===== config.mk =====
export PLATFORM = sky130hd
export DESIGN_NAME = host_mem_loader
export DESIGN_NICKNAME = d
export VERILOG_FILES = /design/src/rtl/host_mem_loader.sv
export SDC_FILE = /design/constraint.sdc
export NUM_CORES = 1
export LEC_CHECK = 0
export ABC_AREA = 1
export CAP_MARGIN = 15
export CORE_MARGIN = 2
export CORE_UTILIZATION = 45
export CTS_BUF_LIST = sky130_fd_sc_hd__clkbuf_16
export DETAILED_ROUTE_END_ITERATION = 6
export PLACE_DENSITY = 0.91
export SYNTH_ARGS = -nofsm -noshare
export SYNTH_HDL_FRONTEND = slang
export SYNTH_SLANG_ARGS = --single-unit

===== constraint.sdc =====
create_clock -name clk -period 1.6 [get_ports clk]
set_input_delay 0.32 -clock clk [delete_from_list [all_inputs] [get_ports clk]]
set_output_delay 0.32 -clock clk [all_outputs]
set_load 0.005 [all_outputs]

===== src/rtl/host_mem_loader.sv =====
//==============================================================================
// Module   : host_mem_loader
// Purpose  : Streaming host-to-memory transfer engine. A header word selects
//            a base address, a word count and a direction. Writes store the
//            following payload words at auto-incrementing addresses. Reads
//            stream the addressed range back over a valid/ready port.
// Ports    : clk, reset              - clock, synchronous active-high reset
//            in_valid/in_ready/in_data    - host header/payload stream
//            out_valid/out_ready/out_data - readback stream
//            mem_wr_en/mem_rd_en/mem_addr/mem_wdata/mem_rdata - memory port
//            busy, done, err         - transfer status
// Options  : LOADER_CHECKSUM_EN - writes take a trailing checksum word, which
//            is compared with the sum of the payload. Reads emit a trailing
//            word equal to the sum of the words read.
// Revision : 1.0 - initial release
//==============================================================================
`default_nettype none

module host_mem_loader #(
    parameter int DATA_W = 32,
    parameter int ADDR_W = 6
) (
    input  logic              clk,
    input  logic              reset,
    input  logic              in_valid,
    output logic              in_ready,
    input  logic [DATA_W-1:0] in_data,
    output logic              out_valid,
    input  logic              out_ready,
    output logic [DATA_W-1:0] out_data,
    output logic              mem_wr_en,
    output logic              mem_rd_en,
    output logic [ADDR_W-1:0] mem_addr,
    output logic [DATA_W-1:0] mem_wdata,
    input  logic [DATA_W-1:0] mem_rdata,
    output logic              busy,
    output logic              done,
    output logic              err
);

    localparam int CNT_W = ADDR_W + 1;
    localparam logic [CNT_W-1:0] C_DEPTH = CNT_W'(1 << ADDR_W);

    typedef enum logic [2:0] {
        S_IDLE     = 3'd0,
        S_WRITE    = 3'd1,
        S_RD_ISSUE = 3'd2,
        S_RD_WAIT  = 3'd3,
        S_RD_OUT   = 3'd4
`ifdef LOADER_CHECKSUM_EN
        ,S_CHECK   = 3'd5
`endif
    } state_t;

    state_t            r_state;
    logic [ADDR_W-1:0] r_addr;        // next address to access
    logic [CNT_W-1:0]  r_remaining;   // words still to write / to fetch
    logic              r_out_valid;
    logic [DATA_W-1:0] r_out_data;
    logic              r_mem_wr_en;
    logic              r_mem_rd_en;
    logic [ADDR_W-1:0] r_mem_addr;
    logic [DATA_W-1:0] r_mem_wdata;
    logic              r_busy;
    logic              r_done;
    logic              r_err;
`ifdef LOADER_CHECKSUM_EN
    logic [DATA_W-1:0] r_sum;
    logic              r_sum_sent;    // trailing read checksum already emitted
`endif

    logic [ADDR_W-1:0] w_hdr_base;
    logic [CNT_W-1:0]  w_hdr_count;
    logic              w_hdr_dir;
    logic              w_in_accept_state;
    logic              w_in_fire;
    logic              w_unused_hdr;

    assign w_hdr_base   = in_data[ADDR_W-1:0];
    assign w_hdr_count  = in_data[2*ADDR_W:ADDR_W];
    assign w_hdr_dir    = in_data[DATA_W-1];
    // Header bits between count and dir carry no meaning.
    assign w_unused_hdr = ^in_data;

`ifdef LOADER_CHECKSUM_EN
    assign w_in_accept_state = (r_state == S_IDLE) || (r_state == S_WRITE) ||
                               (r_state == S_CHECK);
`else
    assign w_in_accept_state = (r_state == S_IDLE) || (r_state == S_WRITE);
`endif

    // Decoded from state; also held low while reset is asserted so the host
    // cannot hand over a word that the reset is about to discard.
    assign in_ready  = w_in_accept_state && !reset;
    assign w_in_fire = in_valid && in_ready;

    always_ff @(posedge clk) begin
        if (reset) begin
            r_state     <= S_IDLE;
            r_addr      <= '0;
            r_remaining <= '0;
            r_out_valid <= 1'b0;
            r_out_data  <= '0;
            r_mem_wr_en <= 1'b0;
            r_mem_rd_en <= 1'b0;
            r_mem_addr  <= '0;
            r_mem_wdata <= '0;
            r_busy      <= 1'b0;
            r_done      <= 1'b0;
            r_err       <= 1'b0;
`ifdef LOADER_CHECKSUM_EN
            r_sum       <= '0;
            r_sum_sent  <= 1'b0;
`endif
        end else begin
            r_mem_wr_en <= 1'b0;
            r_mem_rd_en <= 1'b0;
            r_done      <= 1'b0;
            case (r_state)
                S_IDLE: begin
                    if (w_in_fire) begin
                        r_err <= 1'b0;
                        if (w_hdr_count == '0) begin
                            r_done <= 1'b1;
                        end else if (w_hdr_count > C_DEPTH) begin
                            r_err  <= 1'b1;
                            r_done <= 1'b1;
                        end else begin
                            r_busy      <= 1'b1;
                            r_remaining <= w_hdr_count;
`ifdef LOADER_CHECKSUM_EN
                            r_sum       <= '0;
                            r_sum_sent  <= 1'b0;
`endif
                            if (w_hdr_dir) begin
                                // Strobe launched on entry so it is visible
                                // during the RD_ISSUE cycle.
                                r_mem_rd_en <= 1'b1;
                                r_mem_addr  <= w_hdr_base;
                                r_addr      <= w_hdr_base + 1'b1;
                                r_state     <= S_RD_ISSUE;
                            end else begin
                                r_addr  <= w_hdr_base;
                                r_state <= S_WRITE;
                            end
                        end
                    end
                end
                S_WRITE: begin
                    if (w_in_fire) begin
                        r_mem_wr_en <= 1'b1;
                        r_mem_addr  <= r_addr;
                        r_mem_wdata <= in_data;
                        r_addr      <= r_addr + 1'b1;
                        r_remaining <= r_remaining - 1'b1;
`ifdef LOADER_CHECKSUM_EN
                        r_sum       <= r_sum + in_data;
                        if (r_remaining == CNT_W'(1)) begin
                            r_state <= S_CHECK;
                        end
`else
                        if (r_remaining == CNT_W'(1)) begin
                            r_done  <= 1'b1;
                            r_busy  <= 1'b0;
                            r_state <= S_IDLE;
                        end
`endif
                    end
                end
`ifdef LOADER_CHECKSUM_EN
                S_CHECK: begin
                    if (w_in_fire) begin
                        if (in_data != r_sum) begin
                            r_err <= 1'b1;
                        end
                        r_done  <= 1'b1;
                        r_busy  <= 1'b0;
                        r_state <= S_IDLE;
                    end
                end
`endif
                S_RD_ISSUE: begin
                    r_state <= S_RD_WAIT;
                end
                S_RD_WAIT: begin
                    r_out_data  <= mem_rdata;
                    r_out_valid <= 1'b1;
                    r_remaining <= r_remaining - 1'b1;
`ifdef LOADER_CHECKSUM_EN
                    r_sum       <= r_sum + mem_rdata;
`endif
                    r_state     <= S_RD_OUT;
                end
                S_RD_OUT: begin
                    if (out_ready) begin
                        r_out_valid <= 1'b0;
                        if (r_remaining != '0) begin
                            r_mem_rd_en <= 1'b1;
                            r_mem_addr  <= r_addr;
                            r_addr      <= r_addr + 1'b1;
                            r_state     <= S_RD_ISSUE;
`ifdef LOADER_CHECKSUM_EN
                        end else if (!r_sum_sent) begin
                            // Trailing checksum word follows back-to-back.
                            r_out_data  <= r_sum;
                            r_out_valid <= 1'b1;
                            r_sum_sent  <= 1'b1;
`endif
                        end else begin
                            r_done  <= 1'b1;
                            r_busy  <= 1'b0;
                            r_state <= S_IDLE;
                        end
                    end
                end
                default: begin
                    r_state <= S_IDLE;
                end
            endcase
        end
    end

    assign out_valid = r_out_valid;
    assign out_data  = r_out_data;
    assign mem_wr_en = r_mem_wr_en;
    assign mem_rd_en = r_mem_rd_en;
    assign mem_addr  = r_mem_addr;
    assign mem_wdata = r_mem_wdata;
    assign busy      = r_busy;
    assign done      = r_done;
    assign err       = r_err;

endmodule

`default_nettype wire


==> run metrics, run 1 <==
setup ws final=about 0.026 ns; vias in the first global route=4374; Final Max Tran Viols=0; Rel. slew slack=0.6471; input/output buffers=144; layout cells sized above 1=0.1537; Static Leak=2.761 nW; required time of the critical path=1.83 ns; Synth Cell Area=4070 µm²; Total Wirelength=12.58 mm; min-delay worst type=in2reg; Slew @ Worst Pin=around 0.53 ns; synthesis-to-finish area growth=57.58%; Hold Slack=between 0.3 and 0.4 ns; Total Nets Final=829; Clock Skew=0.008124 ns; CTS tree=built; Post-Syn Nets=652; Core Box Area=8763 µm²; critical path capture point type=flip-flop; post-place setup slack=-0.4569 ns; maxcap violations=0; DR vias/cell=slightly above 5; final hold violations=0; WL/cell=14.48 µm; number of I/O pins=145; total congestion overflow=0; antenna cells=0; clk slew on worst S/H paths=0.06 ns; Yosys cell types=30; Startpoint Class=primary input; Design Area, Final=6414 µm²; crit-path max FO=3; htree depth=3; DR iter-0 viols=225; Post-synth EDFFs=0; hold path cells=4; total power=0.006930 W; overall die width=99.11 µm; failing checks=DRC; R2R depth=10; setup TNS=0 ns; fin crit share=0.9840; Post-synth top flop=dfxtp_1; outcome=finished with violations; placement row count=34; Die Ht=slightly below 100 µm; Placer Congestion=0.9365; fmax=635.2 MHz; CTS Root Cell=clkbuf_16; Crit Path Category=in2reg; yosys warns=0; Worst-Skew Late Latency=0.34 ns; Die Footprint=9822 µm²; Max rail drop VDD=0.0006744 V; Gate Count Post-Synth=579; DP HPWL=8.693 mm; Global Route Usage Sum=0.2476; Min Clock Period, post-route=1.574 ns; Register Area=1853 µm²; Async S/R FF share, synth=0; Antenna Nets Post-Route=0; Seq cells post-synth=92; CTS max path bufs=2; Final Setup Violations=0; routed vias=4499; fillcell total=approximately 650; multi-input logic area=2100 µm²; clock sink count=92; pwr dens=1080 nW/µm²; first-pass GRT wire length=~20 mm; area post-placement=5911 µm²; CTS Buf Count=9; drt pass-1 iters=7; DR DRC count=1; Initial Utilization=0.4644; largest net degree at the start of global routing=83; Mean Syn Cell Area=7.030 µm²; initial antenna violation count=0; Worst EP arrival=~1.8 ns; Seq/Total Area, Yosys=0.4525; hold_buf cts=0
## cell families after synthesis
group                    count (synthesis)  synth area share
XOR/XNOR                                 7           0.01506
buffers and inverters                   63           0.06947
AND/OR/NAND/NOR                        305            0.3129
adder cells (fa/ha/maj)                  5           0.01537
flip-flops                              92            0.4525
AO/OA/AOI/OAI                          107            0.1346
## layer usage
| layer | global-route usage | vias to the layer above | wire (µm) |
|---|---|---|---|
| li1 | - | 2202 | - |
| met1 | 0.2965 | 2067 | 5008 |
| met2 | 0.4324 | 209 | 6193 |
| met3 | 0.06887 | 21 | 1157 |
| met4 | 0.07587 | 0 | 223 |
| met5 | 0 | - | 0 |
## critical path, stage by stage
cell and delay [ns]:
clkdlybuf4s50_1 0.55, nand3_4 0.13, nand2_2 0.13, nand2_1 0.10, nor2_4 0.18, buf_4 0.14
nand4_1 0.10, nand2_1 0.10, nor2_1 0.05
## layout make-up
class	instances	share of cell area
Multi-Input combinational cell	426	0.3274
Clock buffer	9	0.03512
Timing Repair Buffer	190	0.2956
Inverter	37	0.02165
Tap cell	108	0.02107
Clock inverter	7	0.01034
Sequential cell	92	0.2889
## metrics by stage
| step | cells | utilization |
|---|---|---|
| 6_report | 869 | 0.7319 |
| 5_1_grt | 869 | 0.7319 |
| 4_1_cts | 866 | 0.7113 |
| 3_5_place_dp | 849 | 0.6745 |
| 3_3_place_gp | 849 | 0.6745 |
| 2_1_floorplan | 579 | - |
## timing repair
action	in CTS	in global routing
gates resized for setup	12	43
endpoints found under the setup margin	21	22
pin swaps	0	11
setup buffers	1	0
endpoints found under the hold margin	0	0
gates cloned	0	3
## Yosys cell counts, types with 5 or more instances
cell type  count  area share
a21oi_1       18       0.022
clkbuf_1      11       0.010
buf_2          7      0.0086
ha_1           5       0.015
inv_1         33       0.030
o21ai_0       84        0.10
dfxtp_1       92        0.45
nand2_1       87       0.080
nand3_1       24       0.030
nor2_1       167        0.15
## flip-flops by register name, indices dropped and copies added, names as in the netlist
register,cells
r_addr,6
r_remaining,7
r_state,3
mem_wdata,32
out_data,32
out_valid,1
mem_addr,6
mem_rd_en,1
done,1
mem_wr_en,1
err,1
busy,1
## final timing paths
kind / from / end / slack, ns
max: in_valid / r_addr[2]$_SDFFE_PP0P_ / 0.03
min: in_data[11] / mem_wdata[11]$_SDFFE_PP0P_ / 0.38
max reg2reg: r_state[2]$_SDFFE_PP0P_ / r_addr[2]$_SDFFE_PP0P_ / 0.03
min reg2reg: err$_SDFFE_PP0P_ / err$_SDFFE_PP0P_ / 0.48
## layout by cell type, fill, tap and decap left out, types with 6 or more instances in the layout
master           netlist  final
nand3_1               24     20
o21ai_0               84     83
nand2_1               87     77
nor2_4                 3      9
dfxtp_1               92     87
a21oi_1               18     18
nand2_2                3     12
buf_12                 0      6
dlymetal6s2s_1         0      6
clkbuf_16              0     10
inv_2                  4     10
inv_1                 33     27
nor2_2                 4      7
clkdlybuf4s50_1        0    136
buf_4                  2     38
nor2_1               167    159
## where the power goes
group          switching [W]  total, W  internal, W  leakage (nW)
combinational        0.00115   0.00220      0.00104          1.87
sequential          0.000163   0.00267      0.00251         0.748
clock               0.000862   0.00207      0.00120         0.147
Power figures use the tool's default switching activity.
==> run 2: changes to the inputs <==
--- a/config.mk
+++ b/config.mk
@@ -6,12 +6,14 @@
 export NUM_CORES = 1
 export LEC_CHECK = 0
 export ABC_AREA = 1
+export ABC_CLOCK_PERIOD_IN_PS = 1600
 export CAP_MARGIN = 15
 export CORE_MARGIN = 2
 export CORE_UTILIZATION = 45
 export CTS_BUF_LIST = sky130_fd_sc_hd__clkbuf_16
 export DETAILED_ROUTE_END_ITERATION = 6
 export PLACE_DENSITY = 0.91
+export RECOVER_POWER = 25
 export SYNTH_ARGS = -nofsm -noshare
 export SYNTH_HDL_FRONTEND = slang
 export SYNTH_SLANG_ARGS = --single-unit
==> run metrics, run 2 (synthesis results as in run 1) <==
R2R setup slack=0.04 ns; antenna cells=0; CTS max path bufs=2; outcome=completed; Min Clock Period, post-route=between 1.5 and 2 ns; Final Setup Violations=0; critical path's slowest cell=clkdlybuf4s50_1; Total Nets Final=829; largest net degree at the start of global routing=83; Top cell by count, worst path=nand2_1; CP peak stage delay=0.55 ns; WL/cell=14.47 µm; Clock Skew=0.008286 ns; hold path endpoint=mem_wdata[11]$_SDFFE_PP0P_; final cell count without fillers=869; min-delay worst type=in2reg; DP HPWL=8.693 mm; crit-path cells=clkdlybuf4s50_1 -> nand3_4 -> nand2_2 -> nand2_1 -> nor2_4 -> buf_4 -> nand4_1 -> nand2_1 -> nor2_1; Crit Path Category=in2reg; fmax=639.7 MHz; hold path start=in_data[11]; Final Max Tran Viols=0; Final Core Density=0.7313; number of I/O pins=145; worst path bufs/invs=2; CTS tree=built; Rel. slew slack=0.6547; final hold violations=0; Worst EP arrival=1.79 ns; clock sink count=just over 90; synthesis-to-finish area growth=57.45%; Placer Congestion=0.9365; critical path capture point type=flip-flop; htree depth=3; Initial Utilization=0.4644; delay-heaviest family, CP=simple AND/OR/NAND/NOR gates; placement row count=34; Worst-Skew Late Latency=0.34 ns; Max rail drop VDD=0.0006762 V; RR Endpoint=r_addr[2]$_SDFFE_PP0P_; total congestion overflow=0; layout cells sized above 1=0.1511; DR iter-0 viols=210; hold_buf cts=0; Startpoint Class=primary input; R2R depth=10; Static Leak=around 2.8 nW; most frequent cells in the layout=160 x nor2_1, 135 x clkdlybuf4s50_1, 87 x dfxtp_1, 83 x o21ai_0, 77 x nand2_1; DR DRC count=0; Antenna Nets Post-Route=0; CTS Root Cell=clkbuf_16; overall die width=about 99 µm; hold path cells=4; fin crit share=0.9771; RR Startpoint=r_state[2]$_SDFFE_PP0P_; routed vias=4497; crit-path max FO=3; Global Route Usage Sum=0.2476; pwr dens=1081 nW/µm²; Total Wirelength=12.57 mm; Slew @ Worst Pin=0.5179 ns; required time of the critical path=between 1.5 and 2 ns; CTS Buf Count=9; initial antenna violation count=0; maxcap violations=0; Placed Instances=849; first-pass GRT wire length=20.14 mm; clk slew on worst S/H paths=around 0.060 ns; DR vias/cell=about 5.2; drt pass-1 iters=7; vias in the first global route=4374; Core Box Area=between 8000 and 9000 µm²; Die Ht=99.11 µm; setup TNS=0 ns; input/output buffers=between 100 and 150; most common cell after layout, fill and taps aside=nor2_1; Die Footprint=9822 µm²
==> run 2: cell types whose count changed in the layout (fill, tap and decap cells not counted), sizes merged <==
cell / previous run / this run
clkbuf: 10 / 11
dlygate4sd3: 0 / 1
buf: 45 / 44
clkdlybuf4s50: 136 / 135
==> run 2: worst max path at each step <==
stage,cells past startpoint,slack [ns],to,from
floorplan,11,0.21,mem_addr[1]$_SDFFE_PP0P_,r_remaining[0]$_SDFFE_PP0P_
global placement,9,-0.30,r_remaining[3]$_SDFFE_PP0P_,in_data[6]
detailed placement,9,-0.46,r_remaining[1]$_SDFFE_PP0P_,in_data[10]
CTS,9,0.008,r_remaining[1]$_SDFFE_PP0P_,in_data[6]
global route,10,-0.09,r_addr[2]$_SDFFE_PP0P_,r_state[2]$_SDFFE_PP0P_
finish,9,0.04,r_addr[2]$_SDFFE_PP0P_,in_valid
==> run 2: stage by stage <==
step           hold WS [ns]  instance area, µm²  setup slack, ns  power (W)
6_report             0.3739                6409          0.03668   0.006928
5_1_grt              0.4090                6409         -0.08671   0.007339
4_1_cts              0.4890                6233         0.007824   0.006766
3_5_place_dp         0.4425                5911          -0.4569   0.004663
3_3_place_gp         0.4430                5911          -0.3014   0.004590
2_1_floorplan        0.4504                4070           0.2051   0.003781
==> run 2: metal layers <==
| metal | wire length, µm | share of wire | track usage | vias up |
|---|---|---|---|---|
| li1 | - | - | - | 2203 |
| met1 | 5026 | 0.40 | 0.2965 | 2052 |
| met2 | 6120 | 0.49 | 0.4324 | 220 |
| met3 | 1175 | 0.093 | 0.06887 | 22 |
| met4 | 250 | 0.020 | 0.07587 | 0 |
| met5 | 0 | 0 | 0 | - |
==> run 2: final cells by class <==
| cell class | count | area [µm²] |
|---|---|---|
| well taps | 108 | 135.1 |
| inverters | 37 | 138.9 |
| clock buffers | 9 | 225.2 |
| flip-flops and latches | 92 | 1853 |
| clock inverters | 7 | 66.31 |
| repair buffers | 190 | 1893 |
| multi-input cells | 426 | 2097 |
| fillers | 652 | 2355 |
==> run 2: report_power, final <==
group | leakage, nW | switching, W | internal, W
Combinational | 1.87 | 0.00115 | 0.00104
Sequential | 0.748 | 0.000162 | 0.00251
Clock | 0.147 | 0.000861 | 0.00120
Total | 2.76 | 0.00218 | 0.00475
==> run 2: worst register-to-register path, cell delays in order, from the launching register on <==
cell and delay [ns]:
dfxtp_4 0.37, inv_2 0.09, nand2_4 0.09, nor2_4 0.20
nand2_2 0.12, nand2_1 0.13, nor2_4 0.07, buf_4 0.13
nand4_1 0.10, nand2_1 0.08, nor2_1 0.12
==> run 2: repair_timing <==
item | 4_1_cts | 5_1_grt
cloned | 0 | 3
pin swaps | 0 | 11
endpoints found under the setup margin | 21 | 22
resized for setup | 12 | 43
buffers inserted | 1 | 0
